--- src/rtl/tmds_enc_multi.sv ---
// tmds_enc_multi: multi-lane DVI 1.0 TMDS encoder with 2+OUT_REG cycle latency.
// Define TMDS_ENC_PATTERN_EN to add I_pattern and a per-lane ramp test pattern.
module tmds_enc_multi #(
  parameter int CHANNELS = 3,
  parameter int OUT_REG  = 1
) (
  input  logic                   I_rgb_clk,
  input  logic                   I_rst,
  input  logic                   I_de,
  input  logic [8*CHANNELS-1:0]  I_data,
  input  logic [2*CHANNELS-1:0]  I_ctrl,
`ifdef TMDS_ENC_PATTERN_EN
  input  logic                   I_pattern,
`endif
  output logic [10*CHANNELS-1:0] O_tmds,
  output logic                   O_de,
  output logic [5*CHANNELS-1:0]  O_disp
);

  localparam logic [9:0] CTRL_00 = 10'b1101010100;
  localparam logic [9:0] CTRL_01 = 10'b0010101011;
  localparam logic [9:0] CTRL_10 = 10'b0101010100;
  localparam logic [9:0] CTRL_11 = 10'b1010101011;

  function automatic logic [3:0] ones8(input logic [7:0] d);
    logic [3:0] n;
    n = 4'd0;
    for (int i = 0; i < 8; i++) begin
      n = n + {3'd0, d[i]};
    end
    return n;
  endfunction

  function automatic logic [8:0] min_trans(input logic [7:0] d);
    logic [8:0] q;
    logic [3:0] n1;
    logic       use_xnor;
    n1       = ones8(d);
    use_xnor = (n1 > 4'd4) || ((n1 == 4'd4) && (d[0] == 1'b0));
    q        = 9'd0;
    q[0]     = d[0];
    for (int i = 1; i < 8; i++) begin
      if (use_xnor) begin
        q[i] = ~(q[i-1] ^ d[i]);
      end else begin
        q[i] = q[i-1] ^ d[i];
      end
    end
    q[8] = ~use_xnor;
    return q;
  endfunction

  function automatic logic [9:0] ctrl_sym(input logic [1:0] c);
    logic [9:0] s;
    case (c)
      2'b00:   s = CTRL_00;
      2'b01:   s = CTRL_01;
      2'b10:   s = CTRL_10;
      2'b11:   s = CTRL_11;
      default: s = CTRL_00;
    endcase
    return s;
  endfunction

  // Returns {next_cnt[4:0], symbol[9:0]} for one lane.
  function automatic logic [14:0] encode_lane(input logic de, input logic [1:0] ctrl,
                                              input logic [8:0] qm, input logic [4:0] cnt);
    logic [3:0]        n1q;
    logic signed [6:0] diff;
    logic signed [6:0] cnt_x;
    logic signed [6:0] q8_2;
    logic signed [6:0] q8n_2;
    logic signed [6:0] cnt_w;
    logic [9:0]        sym;
    n1q   = ones8(qm[7:0]);
    diff  = $signed({2'b00, n1q, 1'b0}) - 7'sd8;
    cnt_x = {{2{cnt[4]}}, cnt};
    q8_2  = $signed({5'b00000, qm[8], 1'b0});
    q8n_2 = $signed({5'b00000, ~qm[8], 1'b0});
    if (!de) begin
      sym   = ctrl_sym(ctrl);
      cnt_w = 7'sd0;
    end else if ((cnt == 5'd0) || (n1q == 4'd4)) begin
      sym = {~qm[8], qm[8], (qm[8] ? qm[7:0] : ~qm[7:0])};
      if (qm[8]) begin
        cnt_w = cnt_x + diff;
      end else begin
        cnt_w = cnt_x - diff;
      end
    end else if ((!cnt[4] && (n1q > 4'd4)) || (cnt[4] && (n1q < 4'd4))) begin
      sym   = {1'b1, qm[8], ~qm[7:0]};
      cnt_w = cnt_x + q8_2 - diff;
    end else begin
      sym   = {1'b0, qm[8], qm[7:0]};
      cnt_w = cnt_x + diff - q8n_2;
    end
    return {cnt_w[4:0], sym};
  endfunction

  logic [8*CHANNELS-1:0]  data_s;
  logic                   de_s1_r;
  logic [2*CHANNELS-1:0]  ctrl_s1_r;
  logic [9*CHANNELS-1:0]  qm_s1_r;
  logic [15*CHANNELS-1:0] enc_s;
  logic                   de_s2_r;
  logic [10*CHANNELS-1:0] sym_s2_r;
  logic [5*CHANNELS-1:0]  cnt_r;

`ifdef TMDS_ENC_PATTERN_EN
  logic [7:0] pix_cnt_r;

  // pixel counter: advances on video cycles, clears during blanking
  always_ff @(posedge I_rgb_clk) begin
    if (I_rst) begin
      pix_cnt_r <= 8'd0;
    end else if (I_de) begin
      pix_cnt_r <= pix_cnt_r + 8'd1;
    end else begin
      pix_cnt_r <= 8'd0;
    end
  end

  // data source: ramp offset by 64 per lane when the pattern is selected
  always_comb begin
    data_s = I_data;
    if (I_pattern) begin
      for (int k = 0; k < CHANNELS; k++) begin
        data_s[8*k +: 8] = pix_cnt_r + 8'(64 * k);
      end
    end else begin
      data_s = I_data;
    end
  end
`else
  assign data_s = I_data;
`endif

  // stage 1: transition-minimised words, control and DE alongside
  always_ff @(posedge I_rgb_clk) begin
    if (I_rst) begin
      de_s1_r   <= 1'b0;
      ctrl_s1_r <= {(2*CHANNELS){1'b0}};
      qm_s1_r   <= {(9*CHANNELS){1'b0}};
    end else begin
      de_s1_r   <= I_de;
      ctrl_s1_r <= I_ctrl;
      for (int k = 0; k < CHANNELS; k++) begin
        qm_s1_r[9*k +: 9] <= min_trans(data_s[8*k +: 8]);
      end
    end
  end

  // stage 2 next state: per-lane DC-balance decision
  always_comb begin
    enc_s = {(15*CHANNELS){1'b0}};
    for (int k = 0; k < CHANNELS; k++) begin
      enc_s[15*k +: 15] = encode_lane(de_s1_r, ctrl_s1_r[2*k +: 2],
                                      qm_s1_r[9*k +: 9], cnt_r[5*k +: 5]);
    end
  end

  // stage 2: symbol and running disparity registers
  always_ff @(posedge I_rgb_clk) begin
    if (I_rst) begin
      de_s2_r  <= 1'b0;
      sym_s2_r <= {CHANNELS{CTRL_00}};
      cnt_r    <= {(5*CHANNELS){1'b0}};
    end else begin
      de_s2_r <= de_s1_r;
      for (int k = 0; k < CHANNELS; k++) begin
        sym_s2_r[10*k +: 10] <= enc_s[15*k +: 10];
        cnt_r[5*k +: 5]      <= enc_s[15*k+10 +: 5];
      end
    end
  end

  generate
    if (OUT_REG != 0) begin : g_out_reg
      logic [10*CHANNELS-1:0] tmds_o_r;
      logic                   de_o_r;
      logic [5*CHANNELS-1:0]  disp_o_r;

      // optional output retiming stage
      always_ff @(posedge I_rgb_clk) begin
        if (I_rst) begin
          tmds_o_r <= {CHANNELS{CTRL_00}};
          de_o_r   <= 1'b0;
          disp_o_r <= {(5*CHANNELS){1'b0}};
        end else begin
          tmds_o_r <= sym_s2_r;
          de_o_r   <= de_s2_r;
          disp_o_r <= cnt_r;
        end
      end

      assign O_tmds = tmds_o_r;
      assign O_de   = de_o_r;
      assign O_disp = disp_o_r;
    end else begin : g_no_out_reg
      assign O_tmds = sym_s2_r;
      assign O_de   = de_s2_r;
      assign O_disp = cnt_r;
    end
  endgenerate

endmodule

--- config.mk ---
export PLATFORM = sky130hd
export DESIGN_NAME = tmds_enc_multi
export DESIGN_NICKNAME = d
export VERILOG_FILES = /design/src/rtl/tmds_enc_multi.sv
export SDC_FILE = /design/constraint.sdc
export NUM_CORES = 1
export LEC_CHECK = 0
export CAP_MARGIN = 25
export CORE_ASPECT_RATIO = 0.8
export CORE_MARGIN = 8
export CORE_UTILIZATION = 50
export CTS_CLUSTER_SIZE = 14
export DETAILED_ROUTE_END_ITERATION = 8
export PLACE_DENSITY_LB_ADDON = 0.25
export SLEW_MARGIN = 0
export SYNTH_ARGS = -nofsm -noshare
export SYNTH_HDL_FRONTEND = slang
export SYNTH_SLANG_ARGS = --single-unit
--- constraint.sdc ---
create_clock -name I_rgb_clk -period 7.63 [get_ports I_rgb_clk]
set_input_delay 1.526 -clock I_rgb_clk [delete_from_list [all_inputs] [get_ports I_rgb_clk]]
set_output_delay 1.526 -clock I_rgb_clk [all_outputs]
set_load 0.05 [all_outputs]
# Word-level counts from Yosys, hierarchy flattened

Index checks and enable logic that the tools add are counted.

Bits in writable memories: 0
Logic and storage cells: 239
Bits in latches: 0
Flip-flop bits (word level): 126
Input bits: 33
Memories: 0
ROM bits: 0

Add/sub/neg operators: 60
Equal/unequal tests: 15
Divide/modulo/power cells: 0
$lt $le $gt $ge: 9
Bitwise gates (word level): 55
Reduce and logical (&&, ||, !) cells: 28
Shifts and indexed selects: 0
Mux-type cells: 63
$mul: 0

Operators with widths:

| operator                                                               | count |
|---|---|
| 10-bit one-hot mux with 4 select lines                                 | 3 |
| 4-bit by 1-bit adder with 4-bit output                                 | 24 |
| 10-bit 2-to-1 mux                                                      | 9 |
| 5-bit 2-to-1 mux                                                       | 9 |
| 1-bit 2-to-1 mux                                                       | 39 |
| 1-bit inverter                                                         | 31 |
| 5-bit subtractor                                                       | 6 |
| 3-bit by 1-bit adder with 4-bit output                                 | 6 |
| 4-bit by 3-bit equality test with 1-bit output (second input constant) | 6 |
| 4-bit by 3-bit > comparator with 1-bit output (second input constant)  | 6 |
| 8-bit 2-to-1 mux                                                       | 3 |
| 8-bit inverter                                                         | 3 |
| 1-bit bitwise XOR                                                      | 21 |
| 2-bit by 1-bit adder with 3-bit output                                 | 6 |
| 5-bit by 3-bit adder with 5-bit output                                 | 3 |
| 5-bit adder                                                            | 3 |
| 5-bit logical NOT                                                      | 3 |
| 5-bit by 3-bit subtractor with 5-bit output                            | 3 |
| 5-bit by 4-bit subtractor with 5-bit output (second input constant)    | 3 |
| 1-bit by 1-bit adder with 2-bit output                                 | 6 |
| 2-bit equality test (second input constant)                            | 6 |
| 4-bit by 3-bit < comparator with 1-bit output (second input constant)  | 3 |
| 1-bit logical AND                                                      | 9 |
| 1-bit logical OR                                                       | 9 |
| other kinds (4)                                                        | 10 |

# Depth between registers and ports, before layout

Gate-level depths: netlist (run 1).

Depth in word-level cells: 35
Depth in mapped cells: 16
Mapped depth without buffers: 16

# Worst setup path before layout (run 1)

No wires, ideal clock.

Path type: input to register
Start point: input I_data[0]
End point: register qm_s1_r[7]
Path buffers: 0
Path slack: 2651 ps
Library setup time: 128 ps
Arrival: 4852 ps
Stages: 12
Cells stage by stage: inv_1 fa_1 fa_1 fa_1 inv_1 ha_1 fa_1 or3b_2 a22oi_1 xnor2_1 xnor2_1 nor2_1

Cells in the longest elaborated chain, start to end: 35
Elaborated cells between the ends (all ways): 39
Those cells by class: 7 x add/sub; 1 x order compare; 1 x eq/ne; 13 x mux; 15 x bitwise; 2 x reduce/logical

RTL lines:

| item                                                                                            | line | RTL |
|---|---|---|
| from (decl)                                                                                     | 10   | `input logic [8*CHANNELS-1:0] I_data,` |
| parallel branches: the longest is 34 deep, another holds 3-bit by 1-bit adder with 4-bit output | n/a  |  |
| 1-bit 2-to-1 mux (*)                                                                            | 43   | `if (use_xnor) begin` |
| to (signal assigned)                                                                            | 143  | `qm_s1_r <= {(9*CHANNELS){1'b0}};` |
| to (signal, indexed assignment)                                                                 | 148  | `qm_s1_r[9*k +: 9] <= min_trans(data_s[8*k +: 8]);` |
| to (decl)                                                                                       | 103  | `logic [9*CHANNELS-1:0] qm_s1_r;` |

Every way passes the cells marked *. The select of a mux whose other input is x is not followed.
A chain may end at the register's enable or synchronous reset.

# Final worst setup path (run 1)

Same ends and word-level chain as after synthesis.

==> key figures, run 1 <==
Run status
  – Outcome: finished clean

Critical path
  – Worst EP required: ~7.9 ns
  – Critical R2R Launch: qm_s1_r[9]$_SDFF_PP0_
  – CP Data Arrival Time: 5.61 ns
  – Crit start category: input pin
  – R2r setup slk: around 2.8 ns
  – CP endpoint kind: flop
  – Crit path from: I_data[0]
  – Crit Reg-Reg Endpoint: sym_s2_r[19]$_SDFF_PP1_
  – CP max FO: 5
  – Register-to-Register Path Depth: 14
  – Setup CP Type: input pin to flop

Worst hold path
  – Hold Startpoint: sym_s2_r[16]$_SDFF_PP1_
  – Hold Path Class: flop to flop
  – Hold depth: 1
  – Min-Delay Endpoint: O_tmds[16]$_SDFF_PP1_

Clock tree
  – Num CTS Buffers: 17
  – Post-CTS Setup Bufs: 0
  – Post-CTS sizing: 0
  – CTS tree: done
  – Hold Buf Count CTS: 0
  – Clk Latency, worst-skew pair: between 0.4 and 0.5 ns
  – Clk sinks: 120
  – Longest Clk Path Bufs: 2
  – Clock transition at path regs: about 0.05 ns
  – H-tree level count: 4
  – Clk Tree Root Cell: clkbuf_16

Synthesis
  – Largest family of logic cells by synthesized area: adder cells
  – Largest cells by area after synthesis: dfxtp_1 34%, ha_1 12%, fa_1 11%, xnor2_1 6.8%, inv_1 5.8%
  – Distinct cells, synth: 51
  – Syn avg cell area: just under 10 um^2
  – Synth Area in Simple Gates: between 10% and 20%
  – Yosys reg bits: 120
  – Xor/xnor share of the synthesized area: around an eighth
  – Mapped Cells: 708
  – Adder-cell area share of the yosys netlist: a little under a quarter
  – Post-synthesis mux area share: 1.45%
  – Synth Area in Compound Gates: a little under a tenth
  – Post-synthesis sequential area ratio: between 30 and 40%
  – Yosys top cell area share: 34.5%
  – Synth area leader: dfxtp_1
  – Synth Cell Area: about 7000 um^2
  – Synth warn: 0

STA
  – Setup violators final: 0
  – Slew Limit Fails: 0
  – Final hold viol count: 0
  – Unrepaired setup endpoints after global routing: false
  – Setup total negative slack: 0 ns
  – Final Cycle Share: 70.0%
  – Max Fclk: 187 MHz
  – Final clock skew: approximately 0.0086 ns
  – Tmin final: between 5 and 6 ns
  – Final setup margin: between 2 and 2.5 ns
  – Relative slew slack: between 40% and 50%
  – Worst-Margin Slew: around 0.83 ns

Routing
  – DRC viols: 0
  – DRT antenna net count: 0
  – DR vias: approximately 4800
  – Initial DRC count: ~240
  – Vias/cell: around 4.9
  – WL/cell: approximately 15 um
  – WL final: 14300 um
  – Pre-antenna DRT Iters: 4

Placement
  – Placement Setup Slack: 1.86 ns
  – I/O Buffers: 75
  – GPL Wtd Cong: 0.843
  – Final HPWL DP: between 10000 and 15000 um

Global route
  – Vias in the first global route: about 5000
  – Initial antenna violation count: 0
  – First-pass GRT wire length: between 20000 and 25000 um
  – Gr ovfl total: 0
  – Total GRT Usage: between 15 and 20%
  – Pin count of the biggest net entering global routing: 91

Finish
  – Most frequent cells in the layout: 120 x dfxtp_1, 108 x inv_1, 74 x clkdlybuf4s50_1
  – Seq. cell area: ~2400 um^2
  – Nets: 926
  – Most common cell after layout, fill and taps aside: dfxtp_1
  – Area grow syn2layout: 21.0%
  – Fill cells: ~1100
  – Multi-input logic area: slightly above 4000 um^2
  – ANT cells: 0
  – Layout cells sized above 1: slightly above 8%

Flow run
  – Max Cap Viol: 0

Die
  – Num rows: 38
  – IO Count: just under 80
  – Die Y: between 100 and 150 um
  – Die area: between 15000 and 20000 um^2
  – CORE AREA: between 10000 and 15000 um^2
  – DIE WIDTH: around 150 um
  – Initial core utilization: 51.3%
-- cell type report --
class                           instances  share of cell area, %
Inverter                              108                   4.81
Multi-Input combinational cell        460                   48.2
Sequential cell                       120                   28.5
Clock buffer                           21                   5.58
Tap cell                              180                   2.67
Clock inverter                         11                   1.16
Timing Repair Buffer                   78                   9.08
-- per-layer routing --
metal	vias to the layer above	part of all wire, %	track usage [%]
li1	2394	-	-
met1	2292	46	20.3
met2	77	49	27.3
met3	16	3.9	4.86
met4	0	1.4	5.47
met5	-	0	0
-- cells by family (layout without fill, tap and decap cells) --
group	after synthesis	after routing
buffers and inverters	130	218
other	1	3
XOR/XNOR	89	89
adder cells (fa/ha/maj)	108	108
multiplexers	10	10
AO/OA/AOI/OAI	95	95
AND/OR/NAND/NOR	155	155
flip-flops	120	120
-- how the worst max path moves through the flow --
stage          cells after the start               endpoint
2_1_floorplan                     12  qm_s1_r[7]$_SDFF_PP0_
3_3_place_gp                      13  qm_s1_r[7]$_SDFF_PP0_
3_5_place_dp                      13  qm_s1_r[7]$_SDFF_PP0_
4_1_cts                           13  qm_s1_r[7]$_SDFF_PP0_
5_1_grt                           13  qm_s1_r[7]$_SDFF_PP0_
6_report                          13  qm_s1_r[7]$_SDFF_PP0_
-- cell usage after synthesis (all sizes together) --
master,count
dfxtp,120
inv,108
ha,69
nor2,57
xnor2,54
fa,39
nor2b,30
o21ai,30
xor2,30
or2,23
a21oi,18
a211oi,12
clkbuf,12
nor3,11
a21o,10
buf,10
mux2i,9
nand2,9
nor3b,7
o21bai,6
nand2b,4
or3b,4
xnor3,4
a221oi,3
nand3,3
o2bb2ai,3
a22o,2
a311oi,2
and2,2
o22ai,2
or3,2
a2111oi,1
a22oi,1
a2bb2oi,1
and3,1
and3b,1
conb,1
mux2,1
nor4,1
o21a,1
o31a,1
o31ai,1
o41ai,1
xor3,1
-- metrics by stage --
step,instance area (um^2),util [%],cells,hold slack (ns)
after floorplan,6980,-,710,0.389
after global placement,7860,57.8,945,0.393
after detailed placement,7860,57.8,945,0.393
after CTS,8430,62.0,977,0.408
after global routing,8430,62.0,978,0.423
final,8430,62.0,978,0.406
-- flip-flops by register name, summed over array words and instances, names as in the netlist --
signal	flops
O_tmds	30
qm_s1_r	27
de_s1_r	1
de_s2_r	1
sym_s2_r	30
O_de	1
ctrl_s1_r	6
cnt_r	12
O_disp	12
-- critical path, stage by stage --
cell             delay [ns]
clkdlybuf4s50_1        0.51
inv_1                  0.09
fa_1                   0.55
fa_1                   0.43
fa_1                   0.49
inv_1                  0.04
ha_1                   0.19
fa_1                   0.44
or3b_2                 0.47
a22oi_1                0.46
xnor2_1                0.20
xnor2_1                0.14
nor2_1                 0.05
Power of run 1 is left out: the tool's default activity adds up to more than one toggle a clock period on the data nets, which glitch-free logic cannot reach.
==> run 2, diff against run 1 <==
Clock period 7.63 ns to 4.4 ns, I/O delays scaled along.
==> key figures, run 2 (synthesis results as in run 1) <==
Critical path
  – CP max-delay cell: fa_2
  – Worst path cell trace: fa_1 > inv_1 > fa_1 > fa_1 > inv_2 > ha_4 > fa_2 > xor2_2 > inv_2 > buf_6 > fa_2 > inv_2 > a221oi_4 > xnor2_1 > mux2i_1 > a21oi_1
  – Register-to-Register Path Depth: 16 (+2)
  – Worst EP required: 4.69 ns (-3.21 ns)
  – CP Data Arrival Time: 4.64 ns (-0.97 ns)
  – CP max FO: 3 (-2)
  – Setup CP Type: flop to flop
  – CP endpoint kind: flop
  – Critical Path Max Stage Delay: 0.57 ns (+0.02 ns)
  – Crit start category: flop

Routing
  – Pre-antenna DRT Iters: 4 (unchanged)
  – WL/cell: 15.0 um (+3.0%)
  – Initial DRC count: 205 (-16%)
  – DR vias: 5000 (+4.6%)
  – Vias/cell: 4.89 (+0.12%)
  – DRT antenna net count: 0 (unchanged)
  – DRC viols: 0 (unchanged)
  – WL final: 15400 um (+7.7%)

STA
  – Final Cycle Share: between 90% and 100%
  – Worst-Margin Slew: 1.04 ns (+0.208 ns)
  – Setup violators final: 0 (unchanged)
  – Final clock skew: 0.00630 ns (-0.00229 ns)
  – Tmin final: roughly 4.4 ns
  – Unrepaired setup endpoints after global routing: true
  – Max Fclk: 230 MHz
  – Slew Limit Fails: 0 (unchanged)
  – Relative slew slack: 29.7% (-15 points)
  – Final hold viol count: 0 (unchanged)

Worst hold path
  – Hold depth: 1 (unchanged)
  – Hold Path Class: flop to flop

Die
  – Initial core utilization: 51.3% (unchanged)
  – IO Count: 79 (unchanged)
  – CORE AREA: 13600 um^2 (unchanged)
  – Die area: 18000 um^2 (unchanged)
  – Num rows: 38 (unchanged)
  – DIE WIDTH: 148 um (unchanged)
  – Die Y: 122 um (unchanged)

Finish
  – Fill cells: 1066 (-6.3%)
  – Multi-input logic area: 4350 um^2 (+7.1%)
  – Post-route cell area: 9090 um^2 (+7.8%)
  – Nets: 970 (+4.8%)
  – Most common cell after layout, fill and taps aside: dfxtp_1
  – Layout cells sized above 1: 19.4% (+11 points)
  – ANT cells: 0 (unchanged)
  – Most frequent cells in the layout: 113 x dfxtp_1, 98 x inv_1, 71 x clkdlybuf4s50_1
  – Seq. cell area: 2410 um^2 (+0.36%)
  – Area grow syn2layout: 30.5%

Clock tree
  – Num CTS Buffers: 17 (unchanged)
  – Clk sinks: 120 (unchanged)
  – Clk Latency, worst-skew pair: 0.42 ns (about the same)
  – Hold Buf Count CTS: 0 (unchanged)
  – H-tree level count: 4 (unchanged)
  – Clock transition at path regs: 0.06 ns (about the same)
  – Longest Clk Path Bufs: 2 (unchanged)
  – CTS tree: done
  – Clk Tree Root Cell: clkbuf_16

Placement
  – I/O Buffers: 75 (unchanged)
  – Post-DP Area: 8150 um^2 (+3.7%)
  – GPL Wtd Cong: 0.837 (-0.75%)
  – Final HPWL DP: 11700 um (+6.1%)

Global route
  – Initial antenna violation count: 0 (unchanged)
  – First-pass GRT wire length: 24900 um (+4.0%)
  – Vias in the first global route: 5269 (+5.0%)
  – Pin count of the biggest net entering global routing: 90 (-1.1%)
  – Total GRT Usage: 17.4% (+0.88 points)
  – Gr ovfl total: 0 (unchanged)

Run status
  – Outcome: finished clean

Flow run
  – Max Cap Viol: 0 (unchanged)
-- run 2: cell types whose count changed in the layout (fill, tap and decap cells not counted), sizes merged --
cell / change
a22o: +1
buf: +44
bufinv: +1
clkbuf: -1
clkdlybuf4s50: -3
clkinvlp: -1
dlymetal6s2s: +3
-- run 2: per-layer routing --
layer	part of all wire, %	track usage (%)	vias up
met5	0	0	-
met4	1.9	6.68	0
met3	4.8	4.71	26
met2	49	29.4	99
met1	44	20.8	2398
li1	-	-	2477
-- run 2: what timing repair did --
item | in CTS | in global routing
gates resized for setup | 14 | 62
hold endpoints to repair | 0 | 0
gates cloned | 0 | 1
buffers inserted | 0 | 10
pin swaps | 8 | 30
endpoints found under the setup margin | 28 | 41
-- run 2: per-stage QoR --
step / hold slack (ns) / utilization [%] / setup TNS [ns] / std cells / worst slack, ns
floorplan: 0.389 / - / -0.0993 / 710 / -0.0993
global placement: 0.394 / 60.0 / -2.12 / 979 / -0.336
detailed placement: 0.399 / 60.0 / -5.18 / 979 / -0.506
CTS: 0.405 / 64.5 / 0 / 1011 / 0.00484
global route: 0.415 / 66.9 / -1.17 / 1022 / -0.145
finish: 0.401 / 66.9 / 0 / 1022 / 0.0441
-- run 2: critical path, delay by kind of cell, from the launching register on --
family	cells	cell delay, ns
DFF	1	0.33
adders and majority gates	6	2.65
buffers and inverters	5	0.36
AOI/OAI and AO/OA	2	0.38
muxes	1	0.14
xor gates and xnor gates	2	0.37
-- run 2: final cells by class --
type                            count  share of cell area [%]
Tap cell                          180                    2.48
Clock inverter                     11                    1.36
Timing Repair Buffer              121                    12.3
Multi-Input combinational cell    461                    47.9
Inverter                          108                    4.46
Clock buffer                       21                    4.95
Sequential cell                   120                    26.5
-- run 2: final timing paths --
path / from / endpoint / slack, ns
max: qm_s1_r[3]$_SDFF_PP0_ / cnt_r[4]$_SDFF_PP0_ / 0.04
min reg2reg: sym_s2_r[26]$_SDFF_PP1_ / O_tmds[26]$_SDFF_PP1_ / 0.40
max reg2reg: qm_s1_r[3]$_SDFF_PP0_ / cnt_r[4]$_SDFF_PP0_ / 0.04
min: sym_s2_r[26]$_SDFF_PP1_ / O_tmds[26]$_SDFF_PP1_ / 0.40
Power of run 2 is left out for the same reason.
